[src/rtl/led_matrix_ab.sv]
`default_nettype none
// ============================================================================
// Module      : led_matrix_ab
// Description : 8x8 LED matrix driver with two debounced push switches.
//               Each press of A or B advances a 0..8 counter; rows 0-3 show
//               counter A as a bar graph, rows 4-7 show counter B. Rows are
//               scanned one at a time with a registered one-hot row select.
// Revision    : 1.0 - initial release
// ============================================================================
module led_matrix_ab #(
  parameter int SCAN_DIV = 1000,
  parameter int DEB_DIV  = 100000
) (
  input  logic       clk,
  input  logic       rst,
  input  logic       swA,
  input  logic       swB,
  output logic [7:0] led_row,
  output logic [7:0] led_col,
  output logic [3:0] cnt_a,
  output logic [3:0] cnt_b
);

  localparam int SCAN_W = (SCAN_DIV > 1) ? $clog2(SCAN_DIV) : 1;
  localparam int DEB_W  = (DEB_DIV  > 1) ? $clog2(DEB_DIV)  : 1;
  localparam logic [SCAN_W-1:0] SCAN_LAST = SCAN_W'(SCAN_DIV - 1);
  localparam logic [DEB_W-1:0]  DEB_LAST  = DEB_W'(DEB_DIV - 1);
  localparam logic [3:0]        CNT_MAX   = 4'd8;

  // Scan state
  logic [SCAN_W-1:0] scan_q, scan_d;
  logic [2:0]        row_q, row_d;
  logic              scan_wrap;

  // Debounce state; bit 1 of each synchroniser is the usable value
  logic [DEB_W-1:0]  deb_cnt_q, deb_cnt_d;
  logic              deb_tick;
  logic [1:0]        sa_q, sb_q;
  logic              samp_a_q, samp_a_d, samp_b_q, samp_b_d;
  logic              deb_a_q, deb_a_d, deb_b_q, deb_b_d;
  logic              press_a, press_b;

  // Counters and registered outputs
  logic [3:0]        cnt_a_q, cnt_a_d, cnt_b_q, cnt_b_d;
  logic [7:0]        led_row_q, led_row_d, led_col_q, led_col_d;

  // n low columns lit; n never exceeds 8, so 1<<8 - 1 gives all ones
  function automatic logic [7:0] bar(input logic [3:0] n);
    logic [8:0] t;
    t = (9'd1 << n) - 9'd1;
    return t[7:0];
  endfunction

  // Next-state logic for scan, debounce, counters and display
  always_comb begin
    scan_wrap = (scan_q == SCAN_LAST);
    scan_d    = scan_wrap ? '0 : scan_q + 1'b1;
    row_d     = scan_wrap ? row_q + 3'd1 : row_q;

    deb_tick  = (deb_cnt_q == DEB_LAST);
    deb_cnt_d = deb_tick ? '0 : deb_cnt_q + 1'b1;

    // The sample register holds the previous tick's value; the level only
    // follows when two consecutive samples agree, which rejects one-tick glitches.
    samp_a_d = deb_tick ? sa_q[1] : samp_a_q;
    samp_b_d = deb_tick ? sb_q[1] : samp_b_q;
    deb_a_d  = deb_a_q;
    deb_b_d  = deb_b_q;
    if (deb_tick && (sa_q[1] == samp_a_q)) deb_a_d = sa_q[1];
    if (deb_tick && (sb_q[1] == samp_b_q)) deb_b_d = sb_q[1];

    // Rising edge of the debounced level, seen on the cycle it is committed
    press_a = deb_a_d & ~deb_a_q;
    press_b = deb_b_d & ~deb_b_q;

    cnt_a_d = cnt_a_q;
    cnt_b_d = cnt_b_q;
    if (press_a) cnt_a_d = (cnt_a_q == CNT_MAX) ? 4'd0 : cnt_a_q + 4'd1;
    if (press_b) cnt_b_d = (cnt_b_q == CNT_MAX) ? 4'd0 : cnt_b_q + 4'd1;

    led_row_d = 8'd1 << row_q;
    led_col_d = bar(row_q[2] ? cnt_b_q : cnt_a_q);
  end

  // State and output registers, cleared asynchronously
  always_ff @(posedge clk or posedge rst) begin
    if (rst) begin
      scan_q    <= '0;
      row_q     <= 3'd0;
      deb_cnt_q <= '0;
      sa_q      <= 2'b00;
      sb_q      <= 2'b00;
      samp_a_q  <= 1'b0;
      samp_b_q  <= 1'b0;
      deb_a_q   <= 1'b0;
      deb_b_q   <= 1'b0;
      cnt_a_q   <= 4'd0;
      cnt_b_q   <= 4'd0;
      led_row_q <= 8'h01;
      led_col_q <= 8'h00;
    end else begin
      scan_q    <= scan_d;
      row_q     <= row_d;
      deb_cnt_q <= deb_cnt_d;
      sa_q      <= {sa_q[0], swA};
      sb_q      <= {sb_q[0], swB};
      samp_a_q  <= samp_a_d;
      samp_b_q  <= samp_b_d;
      deb_a_q   <= deb_a_d;
      deb_b_q   <= deb_b_d;
      cnt_a_q   <= cnt_a_d;
      cnt_b_q   <= cnt_b_d;
      led_row_q <= led_row_d;
      led_col_q <= led_col_d;
    end
  end

  assign led_row = led_row_q;
  assign led_col = led_col_q;
  assign cnt_a   = cnt_a_q;
  assign cnt_b   = cnt_b_q;

endmodule
`default_nettype wire

[config.mk]
export PLATFORM = sky130hd
export DESIGN_NAME = led_matrix_ab
export DESIGN_NICKNAME = d
export VERILOG_FILES = /design/src/rtl/led_matrix_ab.sv
export SDC_FILE = /design/constraint.sdc
export NUM_CORES = 1
export LEC_CHECK = 0
export BUFFER_PORTS_ARGS = -buffer_cell sky130_fd_sc_hd__buf_2
export CORE_MARGIN = 2
export CORE_UTILIZATION = 41
export CTS_BUF_LIST = sky130_fd_sc_hd__clkbuf_4
export DETAILED_ROUTE_END_ITERATION = 10
export GPL_ROUTABILITY_DRIVEN = 0
export PLACE_DENSITY = 0.63
export REMOVE_ABC_BUFFERS = 1
export SETUP_SLACK_MARGIN = 0.02
export SYNTH_ARGS = -nofsm -noshare
export SYNTH_HDL_FRONTEND = slang
export SYNTH_SLANG_ARGS = --single-unit
export TNS_END_PERCENT = 50
[constraint.sdc]
create_clock -name clk -period 4.1 [get_ports clk]
set_clock_uncertainty 0.2 [all_clocks]
set_input_delay 0.615 -clock clk [delete_from_list [all_inputs] [get_ports clk]]
set_output_delay 0.615 -clock clk [all_outputs]
set_load 0.02 [all_outputs]
==> summary by stage, run 1 <==
Critical path
Data on the critical path arrives at its endpoint at 2.74 ns. The nature of the critical path startpoint is a flop. The critical path endpoint category is a flop. By startpoint and endpoint, the worst setup path is classified as reg2reg. The data required time at the worst endpoint is 4.21 ns. The maximum fanout along the worst path is 10.

Worst hold path
The worst hold path belongs to the class in2reg.

STA
The hold violation total from the final report was 0. The total count of max-transition violations in the final report is 0. The accumulated negative setup slack is 0 ns.

Setup repair after global routing left no endpoint under its margin. Setup violations remaining at the end of the flow were counted as 0. Based on the critical path, the design can be clocked at up to 380 MHz. The final critical path takes up 64.3% of the cycle. In this run the tightest slew margin relative to its limit is 30.7%. The final critical delay including setup and external delays is 2.63 ns. The actual slew at the worst max-slew pin is 1.03 ns.

Final layout
The sequential cell area in the final layout is 1550 sq um. The filler cells instantiated in the layout total 624. The most common cell after layout, fill and taps aside is dfrtp_1. The area growth from synthesis to layout is 13.9%. The share of the core filled with cells in the final layout is 48.2%. The count of nets after finishing is 316. The library cells used most frequently in the layout, excluding fill and tap cells, are dfrtp_1 (61), buf_2 (27), nand2_1 (26).

The final instance count without filler cells is 384. The antenna diode count is 0. With fillers left out, the area of the finished cells amounts to 3260 sq um.

The area used by multi-input combinational logic is 1240 sq um. The layout cell share with drive strength beyond 1 is 19.7%.

Clock tree
The count of buffers added by post-CTS timing repair for setup is 0. For this design, the CTS-stage hold fixing added 0 buffers. The quantity of gates resized following cts is 0. The tree is rooted in a clkbuf_4. The clock-pin slew on the worst setup and hold paths is 0.12 ns. CTS saw 62 sinks. In this run the number of H-tree levels came out at 3.

The clock latency reported for the late side of the worst-skew pair is 0.41 ns. The number of buffers added by the clock tree synthesis step is 9. TritonCTS built the clock tree. In this run the deepest clock path goes through 2 buffers.

Routing
Detailed routing placed a total of 275 um of wire on met3. The count of nets left with antenna violations once routing finished came out at 0. The iteration count of the initial detailed-routing pass is 4.

The residual DRC count is 0. In the final routed layout, each cell accounts on average for 12.7 um. The detailed router used layers up to and including met4. The number of violations reported at the end of detailed-routing iteration 0 is 71. After detailed routing, the met2 layer carries 2220 um of wire. The post-detailed-route via-to-cell ratio is 5.19. The final wirelength is 4860 um.

The routed length on met1 is 2300 um. The detailed router placed 1994 vias in this run.

Global routing
Global routing consumed, over all layers together, 14.6% of the routing resources. The total congestion overflow is 0. The via count of the first global-routing pass is 1917. The maximum number of pins on one net before global-route repair is 37. The number of antenna violations at the first check in global routing is 0. The wire length of the first global-routing pass is 8740 um.

Die
The starting density of the core is 42.3%. The die height is 87.5 um. In this run the horizontal extent of the chip is 87.5 um. The area of the core region is 6760 sq um. The die covers 7660 sq um. The floorplan row count is 30. In this run the count of I/O pins placed on the die edge is 28.

Placed design
The post-place instance area is 3090 sq um. The total placed cells including tap cells is 368. Buffers placed on the I/O ports in this run total 27. The wire-length estimate of the detail-placed layout is 3340 um.

Flow run
Max-cap violations in this run came to 0.

Power and ir drop
Summed over all cells, the static leakage comes to 1.54 nW. Dividing total power by cell area gives a power density of 340 nW/um^2. VDD sags by at most 0.000181 V.

Outcome
The flow ran to the end, and the final reports show no timing, DRC or antenna violations.

Yosys
In the synthesized netlist the dominant register cell turns out to be dfrtp_1. The flip-flop and latch count after synthesis is 62. Of the synthesized area, sequential elements account for 54.3%.

The synthesized area is 2860 sq um. The total number of yosys warnings is 0. The instance count of the mapped netlist is 263. After synthesis, the netlist uses 42 different library cells. After synthesis, the share of flip-flops with an asynchronous set or reset is 100%. The number of synthesized flops with an enable pin is 0. The synthesized area per cell is 10.9 sq um.
==> sequential cells by signal (all words and copies together) (netlist names) <==
register   flops
deb_b_q        1
sa_q           2
deb_cnt_q     17
samp_a_q       1
led_row        8
scan_q        10
cnt_a          4
led_col        8
sb_q           2
row_q          3
samp_b_q       1
deb_a_q        1
cnt_b          4
==> critical path: stages, from the launching register on <==
cell and delay (ns):
dfrtp_1 0.44, or4_4 0.56, or4_1 0.74, nor3_4 0.27, mux2_1 0.34
==> metrics by stage <==
step	hold slack, ns	setup slack, ns	power (W)
global placement	0.132	1.50	0.000641
finish	0.114	1.47	0.00111
detailed placement	0.135	1.46	0.000642
CTS	0.0919	1.45	0.00113
floorplan	0.131	1.28	0.000635
global route	0.0776	1.32	0.00116
==> layout make-up <==
cell class              instances  share of cell area, %
flip-flops and latches         62                   47.7
multi-input cells             183                   38.0
repair buffers                 29                   4.61
well taps                      80                   3.07
clock inverters                 7                   3.00
clock buffers                   9                   2.07
inverters                      14                   1.61
==> Yosys cell counts (2+ instances only) <==
master,instances,area (sq um)
nor3_1,6,30.0
nor2_1,18,67.6
nor2b_1,5,31.3
mux2_1,2,22.5
nor4_1,4,25.0
and4_1,2,17.5
mux2i_1,3,30.0
a21oi_1,7,35.0
buf_2,2,10.0
o311ai_0,2,17.5
and3_1,3,18.8
or3_1,3,18.8
nand4_1,5,31.3
or2_2,3,18.8
a31oi_1,2,12.5
o21ai_0,10,50.1
nand2_1,26,97.6
and2_1,6,37.5
o211ai_1,3,22.5
ha_1,13,163
dfrtp_1,61,1530
nand3_1,18,90.1
clkbuf_1,2,7.51
mux2_2,6,67.6
xor2_1,5,43.8
inv_1,14,52.6
nand4b_1,2,17.5
xnor2_1,16,140
==> logic make-up (layout without fill, tap and decap cells) <==
family,Yosys count,count (layout),synth area share (%)
simple gates,109,109,20.4
flops,62,62,54.3
compound gates,29,29,6.48
xor+xnor,21,21,6.43
buf+inv,18,59,2.45
fa+ha+maj,13,13,5.69
mux,11,11,4.20
==> final timing paths <==
kind | startpoint | cells after the start | slack (ns) | to
setup / recovery | deb_cnt_q[11] | 4 | 1.47 | cnt_b[0]
hold / removal | swB | 1 | 0.11 | sb_q[0]
setup reg to reg | deb_cnt_q[11] | 4 | 1.47 | cnt_b[0]
hold reg to reg | sb_q[0] | 0 | 0.15 | sb_q[1]
max in group asynchronous | rst | 3 | 2.74 | samp_a_q
min in group asynchronous | rst | 2 | 0.13 | scan_q[4]
==> per-layer routing <==
layer | GRT usage (%) | up-vias
met1 | 18.4 | 954
met3 | 6.07 | 6
met2 | 23.0 | 45
met5 | 0 | -
met4 | 4.76 | 0
li1 | - | 989
==> where the power goes <==
group          switching, W  internal [W]  total (W)  leakage (nW)
clock              0.000231      0.000249   0.000480        0.0825
sequential       0.00000121      0.000613   0.000614         0.825
combinational     0.0000121    0.00000195  0.0000141         0.629
Note: power is estimated with default switching activity, not from simulation.
==> run 2: changes to the inputs <==
--- a/config.mk
+++ b/config.mk
@@ -11,7 +11,7 @@
 export CTS_BUF_LIST = sky130_fd_sc_hd__clkbuf_4
 export DETAILED_ROUTE_END_ITERATION = 10
 export GPL_ROUTABILITY_DRIVEN = 0
-export PLACE_DENSITY = 0.63
+export PLACE_DENSITY = 0.65
 export REMOVE_ABC_BUFFERS = 1
 export SETUP_SLACK_MARGIN = 0.02
 export SYNTH_ARGS = -nofsm -noshare
==> constraint.sdc (replaced) <==
create_clock -name clk -period 2.26 [get_ports clk]
set_clock_uncertainty 0.2 [all_clocks]
set_input_delay 0.339 -clock clk [delete_from_list [all_inputs] [get_ports clk]]
set_output_delay 0.339 -clock clk [all_outputs]
set_load 0.02 [all_outputs]
==> run 2 against run 1 <==
The flow now finishes with violations (negative setup slack); via count up 4.2%; sequential cell count unchanged; routed wire length up 3.7%; sequential share of layout area down 2.7 points; critical path type unchanged; largest cell class unchanged.
==> summary by stage, run 2 (synthesis gave the netlist of run 1 again) <==
Routing
The post-detailed-route via-to-cell ratio is 5.07. The number of violations reported at the end of detailed-routing iteration 0 is 79. The average wire length per cell after detail routing is 12.3 um. After detailed routing, the total wire length is 5040 um. The residual DRC count is 0. The total via count in the routed design is 2078.

The iteration count of the initial detailed-routing pass is 4. The number of routed nets with antenna violations is 0.

Critical path
The kind of critical path is reg2reg. Data on the critical path arrives at its endpoint at 2.43 ns. The flop-to-flop setup slack is -0.07 ns. Data on the critical path is required at its endpoint by 2.36 ns.

The cell with the biggest individual delay on the critical path is or4_4. The critical path goes through or4bb_1 > or4_4 > nor3_4 > mux2_1. The delay of the slowest cell on the worst path is 0.58 ns. The maximum fanout along the worst path is 3. STA classifies the critical path startpoint as a flop. The critical path endpoint category is a flop.

Die
The count of boundary I/O pins is 28. The die is 87.5 um wide. The floorplan step set the die height to 87.5 um.

The area of the core region is 6760 sq um. The floorplan row count is 30. The area of the die is 7660 sq um. The starting density of the core is 42.3%.

Global routing
The routing layer with the top usage in global route is met2. The fraction of met3 tracks used by global routing is 4.93%. The wire length of the first global-routing pass is 8900 um. The overall track demand over capacity in global routing is 15.0%. The number of antenna violations at the first check in global routing is 0.

The fraction of met1 tracks used by global routing is 19.0%. For met2 alone, demand over resource in global routing was 23.1%. The total congestion overflow is 0.

The maximum number of pins on one net before global-route repair is 36. The via count of the first global-routing pass came to 1992.

Power and ir drop
The combinational share of power is 1.7%. The part of the power in registers is 58.7%. The internal portion of the total power is 0.00147 W. The maximum vdd drop is 0.000252 V. The post-layout total power is 0.00190 W.

In this run the power density over the cells is 550 nW/um^2. The portion of total power attributed to the clock network is 39.6%. Summed over all cells, the static leakage comes to 1.66 nW. The analysis attributes to net switching a power of 0.000432 W. The net switching fraction of the power is 22.7%.

Clock tree
The CTS root buffer is clkbuf_4. Clock-pin slew was measured on the worst setup and hold paths at 0.11 ns. The clock tree from TritonCTS is done.

For the worst-skew pair, the clock arrives at the later sink with an insertion delay of 0.41 ns. No sink is reached through more buffers than the 2 on the longest clock path. CTS built an H-tree with a depth of 3. In this run, CTS created clock tree buffers numbering 9.

The count of clock tree sinks is 62.

STA
The total count of max-transition violations in the final report came to 0. Measured against its own limit, the worst slew margin works out to 74.1%. Setup repair after global routing could not meet its margin everywhere. The total setup violations reported at the end of the flow is 3. Counting I/O delays and the setup requirement, the final critical path takes 2.33 ns.

The smallest hold slack is 0.159 ns. For the pin with the worst max-slew slack, the measured transition is 0.385 ns. The final worst-path setup slack is -0.0666 ns. The hold violation total from the final report is 0. The peak clock frequency supported by timing is 430 MHz. Dividing the final minimum period by the clock period gives 103%.

Placed design
Once placement completed, the tool counted placed cells totaling 389. The number of port buffers is 27. Summed over all nets, the half-perimeter wirelength after detailed placement is 3570 um.

The post-place instance area is 3260 sq um.

Final layout
The post-route netlist has 25.8% of its cells at a drive strength greater than 1. The area growth from synthesis to layout is 20.8%. The final layout contains 342 nets. 0 antenna diodes ended up in the layout. The share of the core filled with cells in the final layout is 51.1%. The library cell used most frequently in the layout, excluding fill and tap cells, is dfrtp_1. The post-route cell area is 3450 sq um. In the final layout, the registers with the most flip-flops are deb_cnt_q (17), scan_q (10). The final instance count without filler cells is 410. The library cells used most frequently in the layout, excluding fill and tap cells, are dfrtp_1 (60), buf_2 (27), nand2_1 (26). The number of flip-flops in the largest register is 17. The register ranked first by flip-flop count is deb_cnt_q. Counting the fill cells in the layout gives 595.

Flow run
Max-cap violations in this run came to 0.

Outcome
The run finished, with violations left. The checks that failed: negative setup slack.

Worst hold path
The worst hold path belongs to the class reg2reg.
run 2: cell count changes in the layout (fill, tap and decap cells not counted), moves of 2 or more:
cell           before  now
o21ai_0            10    8
buf_4               2   24
dlygate4sd3_1       0    3
o21ai_1             0    2
run 2: final cells by class:
class                      instances  area (sq um)  share of cell area [%]
tap                               80           100                    2.90
inverter                          14          52.6                    1.52
sequential                        62          1550                    45.0
clock buffer                      10          75.1                    2.17
clock inverter                     6          62.6                    1.81
multi-input combinational        183          1240                    36.0
timing repair buffer              55           365                    10.6
run 2: critical path: cells and delay by family (launching register included):
kind             cells  cell delay [ns]
and+or+nand+nor      3             1.31
DFF                  1             0.39
muxes                1             0.34
run 2: stage by stage:
step                setup TNS [ns]  setup slack, ns
floorplan                    -2.06           -0.559
global placement            -0.295           -0.142
detailed placement          -0.408           -0.153
CTS                         -0.132          -0.0532
global route                -0.466           -0.124
finish                      -0.130          -0.0666
run 2: what timing repair did:
| item | in CTS | in global routing |
|---|---|---|
| endpoints found under the setup margin | 7 | 11 |
| pin swaps | 3 | 0 |
| setup buffers | 2 | 0 |
| hold endpoints to repair | 16 | 0 |
| resized for setup | 1 | 4 |
| hold buffers | 3 | 0 |
run 2: final timing paths:
kind	end	depth (start not counted)	start
worst min register to register	sb_q[1]	0	sb_q[0]
max in group asynchronous	deb_cnt_q[9]	4	rst
worst max register to register	cnt_b[1]	4	deb_cnt_q[8]
worst max-delay path	cnt_b[1]	4	deb_cnt_q[8]
worst min-delay path	sb_q[1]	0	sb_q[0]
min in group asynchronous	scan_q[8]	3	rst
run 2: layer usage:
layer	up-vias	share of wire (%)
met5	-	0
met4	0	1.4
met3	6	4.7
met2	44	45
met1	984	49
li1	1044	-
run 2: power by group through the flow:
stage               clock [W]  combinational, W  sequential (W)
global route         0.000837         0.0000397         0.00112
floorplan                   0         0.0000169         0.00114
CTS                  0.000787         0.0000361         0.00111
global placement            0         0.0000319         0.00114
finish               0.000752         0.0000331         0.00111
detailed placement          0         0.0000323         0.00114
